## src/rtl/panda_rst_pkg.sv

```systemverilog
// Shared types and default constants for the panda reset sequencer.
package panda_rst_pkg;

  typedef enum logic [1:0] {
    ST_FILTER  = 2'd0,
    ST_HOLD    = 2'd1,
    ST_RELEASE = 2'd2,
    ST_RUN     = 2'd3
  } state_t;

  localparam int unsigned DEF_N_DOMAINS   = 2;
  localparam int unsigned DEF_LOCK_FILTER = 4;
  localparam int unsigned DEF_HOLD_CYCLES = 16;
  localparam int unsigned DEF_STAGE_GAP   = 8;
  localparam int unsigned DEF_WDT_CYCLES  = 1048576;

  // Largest of three terminal counts, used to size the shared phase counter.
  function automatic int unsigned max3(input int unsigned a, input int unsigned b,
                                       input int unsigned c);
    int unsigned m;
    m = (a > b) ? a : b;
    return (m > c) ? m : c;
  endfunction

endpackage

```

## src/rtl/panda_sync_2ff.sv

```systemverilog
// Two-flop synchroniser with asynchronous active-high reset to 0.
module panda_sync_2ff (
  input  logic i_clk,
  input  logic i_rst,
  input  logic i_d,
  output logic o_q
);

  logic r_meta;
  logic r_sync;

  // Shift the asynchronous input through two flops.
  always_ff @(posedge i_clk or posedge i_rst) begin
    if (i_rst) begin
      r_meta <= 1'b0;
      r_sync <= 1'b0;
    end else begin
      r_meta <= i_d;
      r_sync <= r_meta;
    end
  end

  assign o_q = r_sync;

endmodule

```

## src/rtl/panda_rst_seq.sv

```systemverilog
// Staged reset sequencer: filters PLL lock, holds all domains in reset, then
// releases them one by one STAGE_GAP cycles apart.
// Optional watchdog in RUN is built only when PANDA_RST_SEQ_WDT_EN is defined.
module panda_rst_seq
  import panda_rst_pkg::*;
#(
  parameter int unsigned N_DOMAINS   = DEF_N_DOMAINS,
  parameter int unsigned LOCK_FILTER = DEF_LOCK_FILTER,
  parameter int unsigned HOLD_CYCLES = DEF_HOLD_CYCLES,
  parameter int unsigned STAGE_GAP   = DEF_STAGE_GAP,
  parameter int unsigned WDT_CYCLES  = DEF_WDT_CYCLES
) (
  input  logic                 sys_clk_i,
  input  logic                 rst_i,
  input  logic                 locked_i,
  input  logic                 sw_rst_req_i,
  input  logic                 wdt_kick_i,
  output logic [N_DOMAINS-1:0] rst_o,
  output logic                 ready_o,
  output logic                 wdt_fired_o
);

  localparam int unsigned CNT_MAX = max3(LOCK_FILTER, HOLD_CYCLES, STAGE_GAP);
  localparam int unsigned CW      = $clog2(CNT_MAX + 1);
  localparam int unsigned SW      = (N_DOMAINS > 1) ? $clog2(N_DOMAINS) : 1;

  state_t                r_state, w_state_nxt;
  logic [CW-1:0]         r_cnt, w_cnt_nxt, w_cnt_inc;
  logic [SW-1:0]         r_stage, w_stage_nxt;
  logic [N_DOMAINS-1:0]  r_rst, w_rst_nxt;
  logic                  w_lock;
  logic                  w_abort;

  panda_sync_2ff u_lock_sync (
    .i_clk (sys_clk_i),
    .i_rst (rst_i),
    .i_d   (locked_i),
    .o_q   (w_lock)
  );

  // One phase counter serves FILTER, HOLD and the RELEASE gaps; it saturates.
  assign w_cnt_inc = (r_cnt == CW'(CNT_MAX)) ? r_cnt : r_cnt + 1'b1;

`ifdef PANDA_RST_SEQ_WDT_EN
  localparam int unsigned WW = $clog2(WDT_CYCLES + 1);
  logic [WW-1:0] r_wdt, w_wdt_nxt, w_wdt_inc;
  logic          r_fired, w_fired_nxt;

  assign w_wdt_inc   = (r_wdt == WW'(WDT_CYCLES)) ? r_wdt : r_wdt + 1'b1;
  assign wdt_fired_o = r_fired;
`else
  logic w_unused_kick;
  assign w_unused_kick = wdt_kick_i | (WDT_CYCLES == 0);
  assign wdt_fired_o   = 1'b0;
`endif

  // Next-state logic; any abort condition collapses to one return to FILTER.
  always_comb begin
    w_state_nxt = r_state;
    w_cnt_nxt   = r_cnt;
    w_stage_nxt = r_stage;
    w_rst_nxt   = r_rst;
    w_abort     = 1'b0;
`ifdef PANDA_RST_SEQ_WDT_EN
    w_wdt_nxt   = '0;
    w_fired_nxt = r_fired;
`endif
    case (r_state)
      ST_FILTER: begin
        if (!w_lock) begin
          w_cnt_nxt = '0;
        end else if (w_cnt_inc == CW'(LOCK_FILTER)) begin
          w_state_nxt = ST_HOLD;
          w_cnt_nxt   = '0;
        end else begin
          w_cnt_nxt = w_cnt_inc;
        end
      end
      ST_HOLD: begin
        if (!w_lock) begin
          w_abort = 1'b1;
        end else if (w_cnt_inc == CW'(HOLD_CYCLES)) begin
          w_state_nxt  = ST_RELEASE;
          w_cnt_nxt    = '0;
          w_stage_nxt  = '0;
          w_rst_nxt[0] = 1'b0;
        end else begin
          w_cnt_nxt = w_cnt_inc;
        end
      end
      ST_RELEASE: begin
        if (!w_lock || sw_rst_req_i) begin
          w_abort = 1'b1;
        end else if (r_stage == SW'(N_DOMAINS - 1)) begin
          w_state_nxt = ST_RUN;
          w_cnt_nxt   = '0;
        end else if (w_cnt_inc == CW'(STAGE_GAP)) begin
          w_cnt_nxt   = '0;
          w_stage_nxt = r_stage + 1'b1;
          for (int unsigned k = 0; k < N_DOMAINS; k++) begin
            if (SW'(k) == w_stage_nxt) w_rst_nxt[k] = 1'b0;
          end
        end else begin
          w_cnt_nxt = w_cnt_inc;
        end
      end
      ST_RUN: begin
        if (!w_lock || sw_rst_req_i) begin
          w_abort = 1'b1;
        end
`ifdef PANDA_RST_SEQ_WDT_EN
        else if (wdt_kick_i) begin
          w_wdt_nxt = '0;
        end else if (w_wdt_inc == WW'(WDT_CYCLES)) begin
          w_abort     = 1'b1;
          w_fired_nxt = 1'b1;
        end else begin
          w_wdt_nxt = w_wdt_inc;
        end
`endif
      end
      default: w_abort = 1'b1;
    endcase
    if (w_abort) begin
      w_state_nxt = ST_FILTER;
      w_cnt_nxt   = '0;
      w_stage_nxt = '0;
      w_rst_nxt   = '1;
`ifdef PANDA_RST_SEQ_WDT_EN
      w_wdt_nxt   = '0;
`endif
    end
  end

  // Sequencer state and reset outputs; rst_i reasserts every domain at once.
  always_ff @(posedge sys_clk_i or posedge rst_i) begin
    if (rst_i) begin
      r_state <= ST_FILTER;
      r_cnt   <= '0;
      r_stage <= '0;
      r_rst   <= '1;
    end else begin
      r_state <= w_state_nxt;
      r_cnt   <= w_cnt_nxt;
      r_stage <= w_stage_nxt;
      r_rst   <= w_rst_nxt;
    end
  end

`ifdef PANDA_RST_SEQ_WDT_EN
  // Watchdog count and sticky expiry flag; only rst_i clears the flag.
  always_ff @(posedge sys_clk_i or posedge rst_i) begin
    if (rst_i) begin
      r_wdt   <= '0;
      r_fired <= 1'b0;
    end else begin
      r_wdt   <= w_wdt_nxt;
      r_fired <= w_fired_nxt;
    end
  end
`endif

  assign rst_o   = r_rst;
  assign ready_o = (r_state == ST_RUN);

endmodule
```

## config.mk

```make
export PLATFORM = sky130hd
export DESIGN_NAME = panda_rst_seq
export DESIGN_NICKNAME = d
export VERILOG_FILES = /design/src/rtl/panda_rst_pkg.sv /design/src/rtl/panda_sync_2ff.sv /design/src/rtl/panda_rst_seq.sv
export SDC_FILE = /design/constraint.sdc
export NUM_CORES = 1
export LEC_CHECK = 0
export CORE_MARGIN = 2
export CORE_UTILIZATION = 55
export DETAILED_ROUTE_END_ITERATION = 8
export DONT_BUFFER_PORTS = 1
export PLACE_DENSITY = 0.82
export SETUP_SLACK_MARGIN = 0.02
export SLEW_MARGIN = 20
export SYNTH_ARGS = -nofsm -noshare
export SYNTH_HDL_FRONTEND = slang
export SYNTH_SLANG_ARGS = --single-unit
```

## constraint.sdc

```tcl
create_clock -name sys_clk_i -period 6.4 [get_ports sys_clk_i]
set_clock_uncertainty 0.05 [all_clocks]
set_input_delay 1.92 -clock sys_clk_i [delete_from_list [all_inputs] [get_ports sys_clk_i]]
set_output_delay 1.92 -clock sys_clk_i [all_outputs]
set_load 0.02 [all_outputs]
```

# Yosys cells after proc, flatten, opt, wreduce, memory -nomap -nowiden
# Index checks and enable logic that the tools add are counted.
# Widths: inputs -> output; s select.
# word_totals
in_bits	5
reg_bits	12
elab_cells	77
out_inout_bits	4
# classes
addsub	2
reduce_logical	14
eq_ne	18
mux	36
# ops
operator	n
$mux 5	9
$mux 2	11
$ne 3x3->1 const B	7
$pmux 5 s3	1
$reduce_and 7->1	2
$mux 1	11
$eq 5x5->1 const B	2
$ne 3x2->1 const B	2
$pmux 1 s2	3
$pmux 2 s3	1
$reduce_bool 2->1	3
$add 5x1->5 const B	1
$eq 5x3->1 const B	1
$eq 5x4->1 const B	1
$reduce_and 5->1	1
$eq 2x2->1 const B	2
$reduce_and 4->1	1
$reduce_bool 4->1	1
$reduce_and 3->1	1
$reduce_bool 3->1	1
$eq 2x1->1 const B	1
$logic_not 2->1	1
$ne 2x1->1 const B	1
$ne 2x2->1 const B	1
other kinds (4)	4

# Depth between registers and ports, before layout
# Gate-level depths: netlist (run 1).
# logic_depth
ltp_word	8
depth_mapped	8
depth_no_buf	7

# Hierarchy
# From an unflattened synthesis (run 1), not the netlist that was laid out.
# unflattened
cells_unflattened	103
area_unflattened_um2	908.4
# by_module_without_submodules
module	instances	seq_area_each_um2	area_per_inst_um2	cells_per_inst
panda_rst_seq	1	252.7	854.6	100
panda_sync_2ff	1	50.0	53.8	3

# Worst setup path before layout (run 1)
# Ideal clock, no wire load.
# synth_path
kind	input-to-reg
from	input sw_rst_req_i
to	register r_cnt[4]
path_buffers	0
required_ns	6.224
cell_stages	5
setup_time_ns	0.126
arrival_time_ns	3.055
slack_ns	3.169
path_cell_list	and2b_1 -> a211oi_2 -> nor3_1 -> o21a_1 -> a221o_1
# synth_between
elab_chain_len	5
word_cells_on_any_way	8
cone_classes	2 x eq/ne; 3 x mux; 3 x reduce/logical
# synth_lines
item	line_no	rtl
start, declared	panda_rst_seq.sv:16	input logic sw_rst_req_i,
$logic_or 1x1->1 *	panda_rst_seq.sv:92, panda_rst_seq.sv:108	
$mux 1	panda_rst_seq.sv:92, panda_rst_seq.sv:108	
$pmux 1 s2	panda_rst_seq.sv:68	case (r_state)
$ne 3x2->1 (no line), or another cell as far along	-	
$reduce_and 3->1 (no line)	-	
end signal, assigned	panda_rst_seq.sv:144	r_cnt <= w_cnt_nxt;
end, declared	panda_rst_seq.sv:28	logic [CW-1:0] r_cnt, w_cnt_nxt, w_cnt_inc;
# Mark *: on every way between the ends. The rest lies on a longest branch, timed or not.
# A chain may end at the register's enable or synchronous reset.

# Final worst setup path (run 1)
# Ends and elaborated chain as after synthesis.

==> results of run 1 <==
==> cell type report <==
class / count / share of cell area, %
multi-input combinational: 93 / 62.72
sequential: 12 / 27.01
inverter: 12 / 4.018
clock buffer: 4 / 3.237
tap: 27 / 3.013
==> per-stage QoR <==
stage / instances / setup slack [ns] / cell area [um^2] / total power [mW] / hold WS (ns)
global route: 148 / 3.118 / 1121 / 0.5907 / 0.3102
finish: 148 / 3.195 / 1121 / 0.5408 / 0.3063
CTS: 148 / 3.219 / 1121 / 0.5403 / 0.3062
global placement: 144 / 2.947 / 1085 / 0.4654 / 0.2824
detailed placement: 144 / 2.934 / 1085 / 0.4803 / 0.2903
floorplan: 122 / 3.169 / 1084 / 0.4174 / 0.2812
==> cell usage in the layout, fill, tap and decap left out, drive strengths merged, types with 2 or more instances in the layout <==
cell type / n
a2111oi: 2
a211o: 2
a211oi: 2
a21o: 3
a21oi: 9
a311oi: 2
clkbuf: 4
dfrtp: 10
dfstp: 2
ha: 7
inv: 12
mux2i: 2
nand2: 11
nand2b: 6
nand3: 4
nand4: 2
nor2: 6
nor3: 4
nor4bb: 2
o21ai: 7
==> per-layer routing <==
| metal | part of all wire, % | vias up | GRT usage, % |
|---|---|---|---|
| li1 | - | 443 | - |
| met1 | 44 | 439 | 25.40 |
| met2 | 48 | 37 | 30.79 |
| met3 | 5.6 | 4 | 2.469 |
| met4 | 2.2 | 0 | 14.29 |
| met5 | 0 | - | 0 |
==> registers in the layout, summed over array words and instances, names as in the netlist <==
| register | count |
|---|---|
| rst_o | 2 |
| r_stage | 1 |
| u_lock_sync.r_meta | 1 |
| u_lock_sync.o_q | 1 |
| r_cnt | 5 |
| r_state | 2 |
==> power groups by stage <==
stage | registers (mW) | clock network (mW) | logic, mW
final | 0.123 | 0.0574 | 0.360
after global routing | 0.126 | 0.0649 | 0.400
after CTS | 0.123 | 0.0601 | 0.357
after detailed placement | 0.125 | 0 | 0.356
after global placement | 0.123 | 0 | 0.343
after floorplan | 0.117 | 0 | 0.301
==> critical path, stage by stage <==
cell	delay, ns
and2b_1	0.21
a211oi_2	0.47
nor3_1	0.25
o21a_1	0.16
a221o_1	0.29
==> kinds of logic after synthesis <==
kind of cell               Yosys count  synth area share (%)
AOI/OAI and AO/OA                   37                 29.22
other                                1                0.3461
and+or+nand+nor                     45                 23.90
muxes                                2                 1.848
buffers and inverters               17                 7.158
adders and majority gates            7                 8.083
DFF                                 12                 27.94
xor gates and xnor gates             1                 1.502
==> cells in the mapped netlist (all sizes together), types with 2 or more instances <==
library cell	count	area, um^2
a21oi	9	56.31
o21ai	7	35.03
inv	12	45.04
a211o	2	17.52
nand2	11	41.29
ha	7	87.58
clkbuf	2	8.750
a2111oi	2	36.29
nor3	4	20.02
mux2i	2	20.02
nand2b	6	37.54
nor2	6	22.52
a211oi	2	25.02
dfstp	2	52.55
buf	3	23.77
nand3	4	20.02
a21o	3	22.52
dfrtp	10	250.2
nor4bb	2	20.02
a311oi	2	35.04
nand4	2	12.51
==> how the worst max path moves through the flow <==
| stage | slack (ns) | to | startpoint | depth (start not counted) |
|---|---|---|---|---|
| final | 3.20 | r_cnt[4]$_DFFE_PP0P_ | sw_rst_req_i | 5 |
| after global routing | 3.12 | r_state[0]$_DFFE_PP0P_ | sw_rst_req_i | 5 |
| after CTS | 3.22 | r_cnt[4]$_DFFE_PP0P_ | sw_rst_req_i | 5 |
| after detailed placement | 2.93 | r_cnt[4]$_DFFE_PP0P_ | sw_rst_req_i | 5 |
| after global placement | 2.95 | r_cnt[4]$_DFFE_PP0P_ | sw_rst_req_i | 5 |
| after floorplan | 3.17 | r_cnt[4]$_DFFE_PP0P_ | sw_rst_req_i | 5 |
==> impl_results.md, run 1 <==
- R2r startpoint: r_state[0]$_DFFE_PP0P_
- Max Cap Viol: 0
- Max-slew headroom: 53.67%
- Initial antenna violation count: 0
- Post-synth EDFFs: 0
- Die W: 48.39 um
- Fin. max-slew vios: 0
- GR Util All Layers: 19.76%
- Final Hold Viols: 0
- Sequential area share after synthesis: 27.94%
- Syn Inst Count: 122
- Final min period: 3.205 ns
- Combinational Power Share: 66.7%
- Global route total overflow: 0
- Power Internal: 266.6 uW
- Post-layout net count: 134
- DR iter-0 viols: 29
- Sequential group share of total power: 22.7%
- Root Driver: clkbuf_4
- Post-synthesis register bit count: 12
- First-pass iteration count of the detailed router: 4
- Power per standard cell area: 482.4 nW/um^2
- H-tree levels: 1
- Sw Ratio: 50.70%
- Vias in the first global route: 832
- Pin count of the biggest net entering global routing: 14
- Worst hold-check path type: reg2reg
- Detail-routed via count per cell: 6.236
- RSZ-0062 raised after global routing: false
- Post-CTS Resized: 0
- Hold Path Origin: u_lock_sync.r_meta$_DFF_PP0_
- Clock Latency Late Sink: 0.27 ns
- Max clock buf depth: 2
- Register-to-Register Path Depth: 7
- Mapped Nets: 134
- Syn-to-layout area delta: 3.465%
- Routed len/inst: 14.38 um
- WL final: 2128 um
- Hold Crit Depth: 0
- WP data arrival: 3.31 ns
- GP Congestion: 0.8368
- Detail Route Antenna Nets: 0
- Area taken by multi-input logic gates: 703.2 um^2
- Core area: 1902 um^2
- Vias: 923
- Synth Flop Type: dfrtp_1
- Critical Path RT: 6.50 ns
- FF-to-FF End: r_cnt[2]$_DFFE_PP0P_
- Final setup fails: 0
- Drc violations: 0
- Area of the mapped netlist: 1084 um^2
- Mapped Avg Cell Area: 8.881 um^2
- Library cells used by synthesis: 49
- Number of diodes: 0
- Worst-margin pin slew: 0.6896 ns
- Worst VDD drop: 0.3630 mV
- CTS tree: built
- Layout fillers: 152
- R2r setup slk: 3.91 ns
- Clock slew at reported path FFs: 0.07 ns
- CP startpoint kind: primary input
- Reg area: 302.8 um^2
- Post-CTS setup buffer count: 0
- Yosys warning count: 0
- Clock Power Share: 10.6%
- Starting Density: 56.97%
- Sw Pwr: 274.2 uW
- CTS sink count: 12
- Peak Freq: 0.3120 GHz
- Num rows: 16
- IO Port Bufs: 0
- Die ar.: 2341 um^2
- Global-route wire length before repair: 3574 um
- WHS Endpoint: u_lock_sync.o_q$_DFF_PP0_
- LEAKAGE: 0.4764 nW
- Share of layout cells above drive strength 1: 12.40%
- Final Cycle Share: 50.08%
- Ys async rst share: 100.0%
- Final Core Density: 58.95%
- Kind of critical path: in2reg
- Num ports: 9
- Cts hold-fix bufs: 0
- Chip Height: 48.39 um
- Worst-path fanout max: 7
- Setup TNS: 0 ns
- Num CTS Buffers: 3
- Post-DP HPWL: 1667 um
- Status: completed
- Crit path capture type: register
No activity file was read; power rests on OpenSTA's default activity.
==> run 2, diff against run 1 <==
==> constraint.sdc (replaced) <==
create_clock -name sys_clk_i -period 3.05 [get_ports sys_clk_i]
set_clock_uncertainty 0.05 [all_clocks]
set_input_delay 0.915 -clock sys_clk_i [delete_from_list [all_inputs] [get_ports sys_clk_i]]
set_output_delay 0.915 -clock sys_clk_i [all_outputs]
set_load 0.02 [all_outputs]
==> impl_results.md, run 2 (same netlist as run 1, synthesis figures left out) <==
- Status: completed (unchanged)
- Crit path capture type: register (unchanged)
- Worst-margin pin slew: 0.5666 ns (was 0.6896 ns)
- Post-placement cell count: 145 (was 144)
- Root Driver: clkbuf_4 (unchanged)
- Initial antenna violation count: 0 (unchanged)
- Final min period: 2.403 ns
- Drc violations: 0 (unchanged)
- Share of layout cells above drive strength 1: 12.30% (was 12.40%)
- Crit path largest cell delay: 0.46 ns (was 0.47 ns)
- Final Cycle Share: 78.78%
- Number of diodes: 0 (unchanged)
- Die ar.: 2341 um^2 (unchanged)
- Core area: 1902 um^2 (unchanged)
- Global-route wire length before repair: 3505 um (was 3574 um)
- CTS sink count: 12 (unchanged)
- Fin. max-slew vios: 0 (unchanged)
- CP delay by family, top: simple AND/OR/NAND/NOR gates (was compound AO/OA/AOI/OAI gates)
- Power per standard cell area: 994.9 nW/um^2 (was 482.4 nW/um^2)
- Critical Path, Cell by Cell: inv_1 > ha_1 > and4bb_2 > xnor2_2 > nand2_1 > a2111oi_4 > mux2i_1 (was and2b_1 > a211oi_2 > nor3_1 > o21a_1 > a221o_1)
- WL final: 2039 um (was 2128 um)
- Num CTS Buffers: 3 (unchanged)
- Hold_ws: 0.3252 ns (was 0.3063 ns)
- Final Hold Viols: 0 (unchanged)
- Sw Ratio: 50.47% (was 50.70%)
- Chip Height: 48.39 um (unchanged)
- Cts hold-fix bufs: 0 (unchanged)
- DR iter-0 viols: 15 (was 29)
- Slowest CP cell: a2111oi_4 (was a211oi_2)
- Layout fillers: 164 (was 152)
- LEAKAGE: 0.4755 nW (was 0.4764 nW)
- Total Power: 1.113 mW (was 540.8 uW)
- CP bufs+invs: 1 (was 0)
- Syn-to-layout area delta: 3.233% (was 3.465%)
- Max reg flops: 5 (unchanged)
- First-pass iteration count of the detailed router: 4 (unchanged)
- Post-DP HPWL: 1639 um (was 1667 um)
- Final setup fails: 0 (unchanged)
- CTS tree: built (unchanged)
- WP data arrival: 2.52 ns (was 3.31 ns)
- H-tree levels: 1 (unchanged)
- IO Port Bufs: 0 (unchanged)
- Clock slew at reported path FFs: 0.07 ns (about the same)
- Num ports: 9 (unchanged)
- GP Congestion: 0.8235 (was 0.8368)
- Vias in the first global route: 870 (was 832)
- Worst-path fanout max: 7 (unchanged)
- Num rows: 16 (unchanged)
- Post-CTS Resized: 0 (unchanged)
- Commonest non-fill, non-tap cell in the layout: inv_1 (unchanged)
- PnR worst setup slack: 0.6472 ns (was 3.195 ns)
- Final Cell Area: 1119 um^2 (was 1121 um^2)
- Peak Freq: 0.4162 GHz
- Dpl cell area: 1092 um^2 (was 1085 um^2)
- Die W: 48.39 um (unchanged)
- Biggest register: r_cnt (unchanged)
- Setup TNS: 0 ns (unchanged)
- Worst hold-check path type: reg2reg (unchanged)
- Most frequent cells in the layout: inv_1, nand2_1, dfrtp_1 (unchanged)
- Combinational Power Share: 68.0% (was 66.7%)
- Final Core Density: 58.82% (was 58.95%)
- Non-filler cells in the finished layout: 149 (was 148)
- Power Internal: 551.2 uW (was 266.6 uW)
- Sequential group share of total power: 23.4% (was 22.7%)
- Max-slew headroom: 61.94% (was 53.67%)
- RSZ-0062 raised after global routing: false (unchanged)
- Setup WS pre-CTS: 0.6141 ns (was 2.934 ns)
- GR Util All Layers: 18.98% (was 19.76%)
- Clock Latency Late Sink: 0.27 ns (about the same)
- Detail Route Antenna Nets: 0 (unchanged)
- Routed len/inst: 13.68 um (was 14.38 um)
- CP startpoint kind: register (was primary input)
- Max Cap Viol: 0 (unchanged)
- Detail-routed via count per cell: 6.040 (was 6.236)
- Vias: 900 (was 923)
- Pin count of the biggest net entering global routing: 14 (unchanged)
- Post-CTS setup buffer count: 0 (unchanged)
- Kind of critical path: reg2reg (was in2reg)
- Starting Density: 56.97% (unchanged)
- Critical Path RT: 3.17 ns (was 6.50 ns)
- Sw Pwr: 561.6 uW (was 274.2 uW)
- Global route total overflow: 0 (unchanged)
- Max clock buf depth: 2 (unchanged)
- Clock Power Share: 8.6% (was 10.6%)
- Post-layout net count: 135 (was 134)
- Worst VDD drop: 0.6136 mV (was 0.3630 mV)
## run 2: cell count changes in the layout (fill, tap and decap cells not counted)
cell	change
clkbuf_1	+1
buf_4	+1
clkbuf_8	-1
## run 2: path summary, 6_finish.rpt
kind / depth (start not counted) / end / start / slack, ns
max in group asynchronous: 1 / rst_o[1]$_DFFE_PP1P_ / rst_i / 2.13
worst max register to register: 7 / r_state[1]$_DFFE_PP0P_ / r_cnt[0]$_DFFE_PP0P_ / 0.65
worst min-delay path: 0 / u_lock_sync.o_q$_DFF_PP0_ / u_lock_sync.r_meta$_DFF_PP0_ / 0.33
min in group asynchronous: 1 / r_cnt[3]$_DFFE_PP0P_ / rst_i / 0.48
worst min register to register: 0 / u_lock_sync.o_q$_DFF_PP0_ / u_lock_sync.r_meta$_DFF_PP0_ / 0.33
worst max-delay path: 7 / r_state[1]$_DFFE_PP0P_ / r_cnt[0]$_DFFE_PP0P_ / 0.65
## run 2: power groups by stage
stage          logic, mW  clock network (mW)  registers [mW]
2_1_floorplan      0.631                   0           0.245
4_1_cts            0.755              0.0995           0.259
3_5_place_dp       0.752                   0           0.262
3_3_place_gp       0.730                   0           0.258
5_1_grt            0.844               0.106           0.267
6_report           0.757              0.0960           0.260
## run 2: area by class of cell
type / count / area [um^2] / share of cell area [%]
clock buffers: 4 / 26.28 / 2.349
well taps: 27 / 33.78 / 3.020
repair buffers: 1 / 7.507 / 0.6711
inverters: 12 / 45.04 / 4.027
multi-input cells: 93 / 703.2 / 62.86
flip-flops and latches: 12 / 302.8 / 27.07
## run 2: per-layer routing
layer  up-vias  track usage (%)  share of wire, %
met1       439            23.85                48
met2        12            30.79                46
met4         0            12.38               2.3
met5         -                0                 0
met3         6            2.469               2.8
li1        443                -                 -
==> RTL change 1 (settings of run 2) <==
Add a define of `PANDA_RST_SEQ_WDT_EN`.
--- a/src/rtl/panda_rst_seq.sv
+++ b/src/rtl/panda_rst_seq.sv
@@ -1,6 +1,8 @@
 // Staged reset sequencer: filters PLL lock, holds all domains in reset, then
 // releases them one by one STAGE_GAP cycles apart.
 // Optional watchdog in RUN is built only when PANDA_RST_SEQ_WDT_EN is defined.
+`define PANDA_RST_SEQ_WDT_EN
+
 module panda_rst_seq
   import panda_rst_pkg::*;
 #(
Function: no difference found for any inputs over 10 cycles, from zero or initial values and one cycle with rst_i high; that may be too few to reach the edited logic, so the function may still have changed.
==> RTL change 1 against run 2 <==
  * Clock power grew to 3.3 times the old value
  * Total power grew 39%
  * Wire length rose to 2.6 times the old value
  * Sequential cell count rose by 22
  * Sequential share of layout area rose by 5.4 points
  * Worst setup slack got worse by 0.52 ns
  * First-iteration DRC count grew to 10 times the old value
  * Largest power group unchanged
  * Via count rose by 130%
  * Die area grew 110%
  * Design area increased by 140%
  * Global-route usage grew 4.3 points
  * Synthesized area is 130% higher
==> RTL change 1: results (changes against run 2) <==
| Parameter | This run | Change |
| --- | --- | --- |
| Worst Reg2Reg Path Length in Cells | 9 | +2 |
| Pin slew with the least headroom to its limit | 0.523 ns | -0.0440 ns |
| Worst-skew pair later-pin latency | 0.29 ns | +0.02 ns |
| Final cell count without fillers | 340 | +130% |
| Met2 wire length | 2510 um | +160% |
| Post-placement worst setup slack | 0.0774 ns | -0.537 ns |
| Weighted congestion at the end of routability-driven global placement | 0.902 | +9.5% |
| Leakage | 1.14 nW | +140% |
| Proportion of synthesized chip area in sequential cells | 34.7% | +6.7 points |
| Placed instance area | 2540 um^2 | +130% |
| List of most frequent post-synthesis cells | 34 x sky130_fd_sc_hd__nor2_1, 32 x sky130_fd_sc_hd__dfrtp_1, 24 x sky130_fd_sc_hd__nand2_1 |  |
| Initial DRC Count | 154 | +139 |
| Arrival time at the worst endpoint | 3.05 ns | +0.53 ns |
| Worst path slowest cell | sky130_fd_sc_hd__or4b_4 |  |
| Vias | 2,038 | +130% |
| Per-instance average area after synthesis | 8.76 um^2 | -1.4% |
| Final layout net count | 302 | +120% |
| Largest stage delay on the critical path | 0.57 ns | +0.11 ns |
| Maximum number of pins on one net before global-route repair | 23 | +9 |
| Root cell of the clock tree | sky130_fd_sc_hd__clkbuf_8 |  |
| Top achievable clock speed | 342 MHz | -18% |
| Most area-consuming cells after synthesis | sky130_fd_sc_hd__dfrtp_1 33%, sky130_fd_sc_hd__xor2_1 6.0%, sky130_fd_sc_hd__nor2_1 5.2%, sky130_fd_sc_hd__ha_1 4.6%, sky130_fd_sc_hd__xnor2_1 3.9% |  |
| Layout filler cell count | 386 | +140% |
| Clock buffer count from CTS | 5 | +2 |
| Status | finished, final reports clean |  |
| Total met3 wirelength after detailed routing | 252 um | +330% |
| Global router's overall resource usage | 23.3% | +4.3 points |
| Register-to-Register Setup Slack | 0.12 ns | -0.52 ns |
| R2r endpoint | r_cnt[1] |  |
## RTL change 1: power by group
group	internal [mW]	total [mW]	leakage, nW	switching (mW)
registers	0.486	0.530	0.448	0.0439
logic	0.264	0.693	0.649	0.429
clock network	0.153	0.321	0.0438	0.168
## RTL change 1: repair_timing
item                                    4_1_cts  5_1_grt
endpoints found under the setup margin        0        7
hold buffers                                  0        0
setup buffers                                 0        1
resized for setup                             0        8
## RTL change 1: worst max path at each step
stage,start,end,depth (start not counted)
final,r_wdt[7],r_cnt[1],9
after global routing,r_wdt[6],r_cnt[1],11
after CTS,r_wdt[10],r_state[0],9
after detailed placement,r_wdt[10],r_state[0],9
after global placement,r_wdt[10],r_state[0],9
after floorplan,r_wdt[6],r_state[0],9
## RTL change 1: cell type report
type,count,area share [%]
Tap cell,52,2.45
Timing Repair Buffer,11,3.11
Sequential cell,34,32.5
Inverter,15,2.12
Multi-Input combinational cell,221,56.9
Clock inverter,2,0.377
Clock buffer,5,2.59
## RTL change 1: cell families after synthesis
| family | Yosys count | share of synthesized area (%) |
|---|---|---|
| adders and majority gates | 9 | 4.58 |
| DFF | 34 | 34.7 |
| AOI/OAI and AO/OA | 54 | 14.7 |
| muxes | 3 | 1.22 |
| xor gates and xnor gates | 28 | 9.96 |
| buffers and inverters | 26 | 4.63 |
| and+or+nand+nor | 127 | 30.2 |
## RTL change 1: metal layers
layer / up-vias / GRT usage (%)
met4: 0 / 9.22
met5: - / 0
li1: 998 / -
met2: 46 / 35.5
met3: 9 / 5.27
met1: 985 / 32.2
## RTL change 1: worst max-delay path: cells and delay by family, from the launching register on
| kind | cells | cell delay [ns] |
|---|---|---|
| and+or+nand+nor | 6 | 1.78 |
| DFF | 1 | 0.45 |
| AOI/OAI and AO/OA | 2 | 0.32 |
| muxes | 1 | 0.21 |
==> RTL change 2 (config.mk and constraints of run 2) <==
Without the edit above. Re-encode `state_t` (4 states) as one-hot, 4 bits wide.
--- a/src/rtl/panda_rst_pkg.sv
+++ b/src/rtl/panda_rst_pkg.sv
@@ -1,11 +1,11 @@
 // Shared types and default constants for the panda reset sequencer.
 package panda_rst_pkg;
 
-  typedef enum logic [1:0] {
-    ST_FILTER  = 2'd0,
-    ST_HOLD    = 2'd1,
-    ST_RELEASE = 2'd2,
-    ST_RUN     = 2'd3
+  typedef enum logic [3:0] {
+    ST_FILTER  = 4'b0001,
+    ST_HOLD    = 4'b0010,
+    ST_RELEASE = 4'b0100,
+    ST_RUN     = 4'b1000
   } state_t;
 
   localparam int unsigned DEF_N_DOMAINS   = 2;
Check against the original RTL: same outputs for any inputs over 10 cycles, from zero or initial values and one cycle with rst_i high; not proved beyond that.
==> RTL change 2 against run 2 <==
  * Worst setup slack improved by 0.11 ns
  * Synthesized area decreased by 2.4%
  * Wire length increased by 5.0%
  * Register-to-register slack improved by 0.17 ns
  * Sequential cell count increased by 2
  * Design area decreased by 3.5%
  * Fmax increased by 4.8%
  * Critical path type is now reg -> out
Power is not compared: it rests on default switching activity, and its combinational part moved more than twofold at a synthesized area within 25%.
==> RTL change 2: results (changes against run 2) <==
| Parameter | This run | Change |
| --- | --- | --- |
| Maximum number of pins on one net before global-route repair | 15 | +1 |
| Library cells used by synthesis | 47 | -4.1% |
| Wire length after detailed routing | 2140 um | +5.0% |
| Cell count after placement | 137 | -5.5% |
| Layout filler cell count | 163 | -0.61% |
| Final layout net count | 124 | -8.1% |
| Final HPWL from detailed placement | 1560 um | -4.6% |
| Weighted congestion at the end of routability-driven global placement | 0.861 | +4.5% |
| Post-synthesis instance area | 1060 um^2 | -2.4% |
| Hold slack | 0.302 ns | -0.0227 ns |
| Count of multi-input combinational gates | 90 | -3.2% |
| Detail-routed net length per standard cell | 15.2 um | +11% |
| Largest stage delay on the critical path | 0.50 ns | +0.04 ns |
| First-pass GRT wire length | 3590 um | +2.4% |
| Worst-path clk slew | 0.09 ns | +0.02 ns |
| Clock tree cell share of total cell area | 3.36% | +1.0 points |
| Worst path slowest cell | sky130_fd_sc_hd__dfrtp_1 |  |
| Layout non-clock buf frac | 0.695% | +0.024 points |
| Worst-skew pair later-pin latency | 0.28 ns |  |
| Worst supply voltage drop on vdd | 0.320 mV |  |
| Final setup TNS | 0 ns | unchanged |
| Inverters | 7 | -5 |
| Biggest fanout along the worst timing path | 10 | +3 |
| Root cell of the clock tree | sky130_fd_sc_hd__clkbuf_4 |  |
| Global router's overall resource usage | 22.6% | +3.6 points |
| Post-placement worst setup slack | 0.839 ns | +0.225 ns |
| Fraction of area in multi-input gates | 57.8% | -5.0 points |
| Placed instance area | 1040 um^2 | -4.5% |
| Status | finished, final reports clean |  |
| Register-to-Register Setup Slack | 0.82 ns | +0.17 ns |
| Vias in the first global route | 817 | -6.1% |
| Pin slew with the least headroom to its limit | 0.500 ns | -0.0666 ns |
| Post-Synthesis Net Count | 128 | -4.5% |
| Share of final-layout standard cells stronger than drive strength 1 | 12.9% | +0.64 points |
| Flip-flop and latch share of the layout cell area | 32.8% | +5.7 points |
| List of most frequent post-synthesis cells | 12 x sky130_fd_sc_hd__nand2_1, 11 x sky130_fd_sc_hd__dfrtp_1, 8 x sky130_fd_sc_hd__nor2_1 |  |
| Maximum buffer depth of the clock tree | 2 | unchanged |
| Initial DRC Count | 38 | +23 |
| Footprint of the multi-input gates | 624 um^2 | -11% |
| Most area-consuming cells after synthesis | sky130_fd_sc_hd__dfrtp_1 26%, sky130_fd_sc_hd__dfstp_2 7.5%, sky130_fd_sc_hd__nand2_1 4.3%, sky130_fd_sc_hd__nand2b_1 4.1%, sky130_fd_sc_hd__buf_2 2.8% |  |
| Register bit total from synthesis | 14 | +2 |
| Delay-heaviest family, CP | flip-flops |  |
| Hold Crit Class | reg -> reg |  |
| Vias | 879 | -2.3% |
-- RTL change 2: routing by layer --
metal	vias up	track usage [%]	part of all wire [%]
met5	-	0	0
met4	0	7.57	2.6
met3	7	6.42	6.4
met2	35	33.6	46
met1	420	31.7	45
li1	417	-	-
-- RTL change 2: kinds of logic (layout without fill, tap and decap cells) --
kind of cell,Yosys count,count (layout),synth area share (%)
buf+inv,17,12,7.46
flops,14,14,33.5
fa+ha+maj,2,2,2.37
compound gates,31,31,21.1
other cells,1,1,0.355
simple gates,50,50,30.3
xor+xnor,6,6,4.97
-- RTL change 2: how the worst max path moves through the flow --
stage	start	slack [ns]	cells past startpoint	end
after floorplan	r_state[1]	0.76	2	ready_o
after global placement	r_cnt[0]	0.90	7	r_state[1]
after detailed placement	r_cnt[0]	0.84	7	r_state[1]
after CTS	r_state[1]	0.76	2	ready_o
after global routing	r_cnt[0]	0.67	7	r_state[1]
final	r_state[1]	0.76	2	ready_o
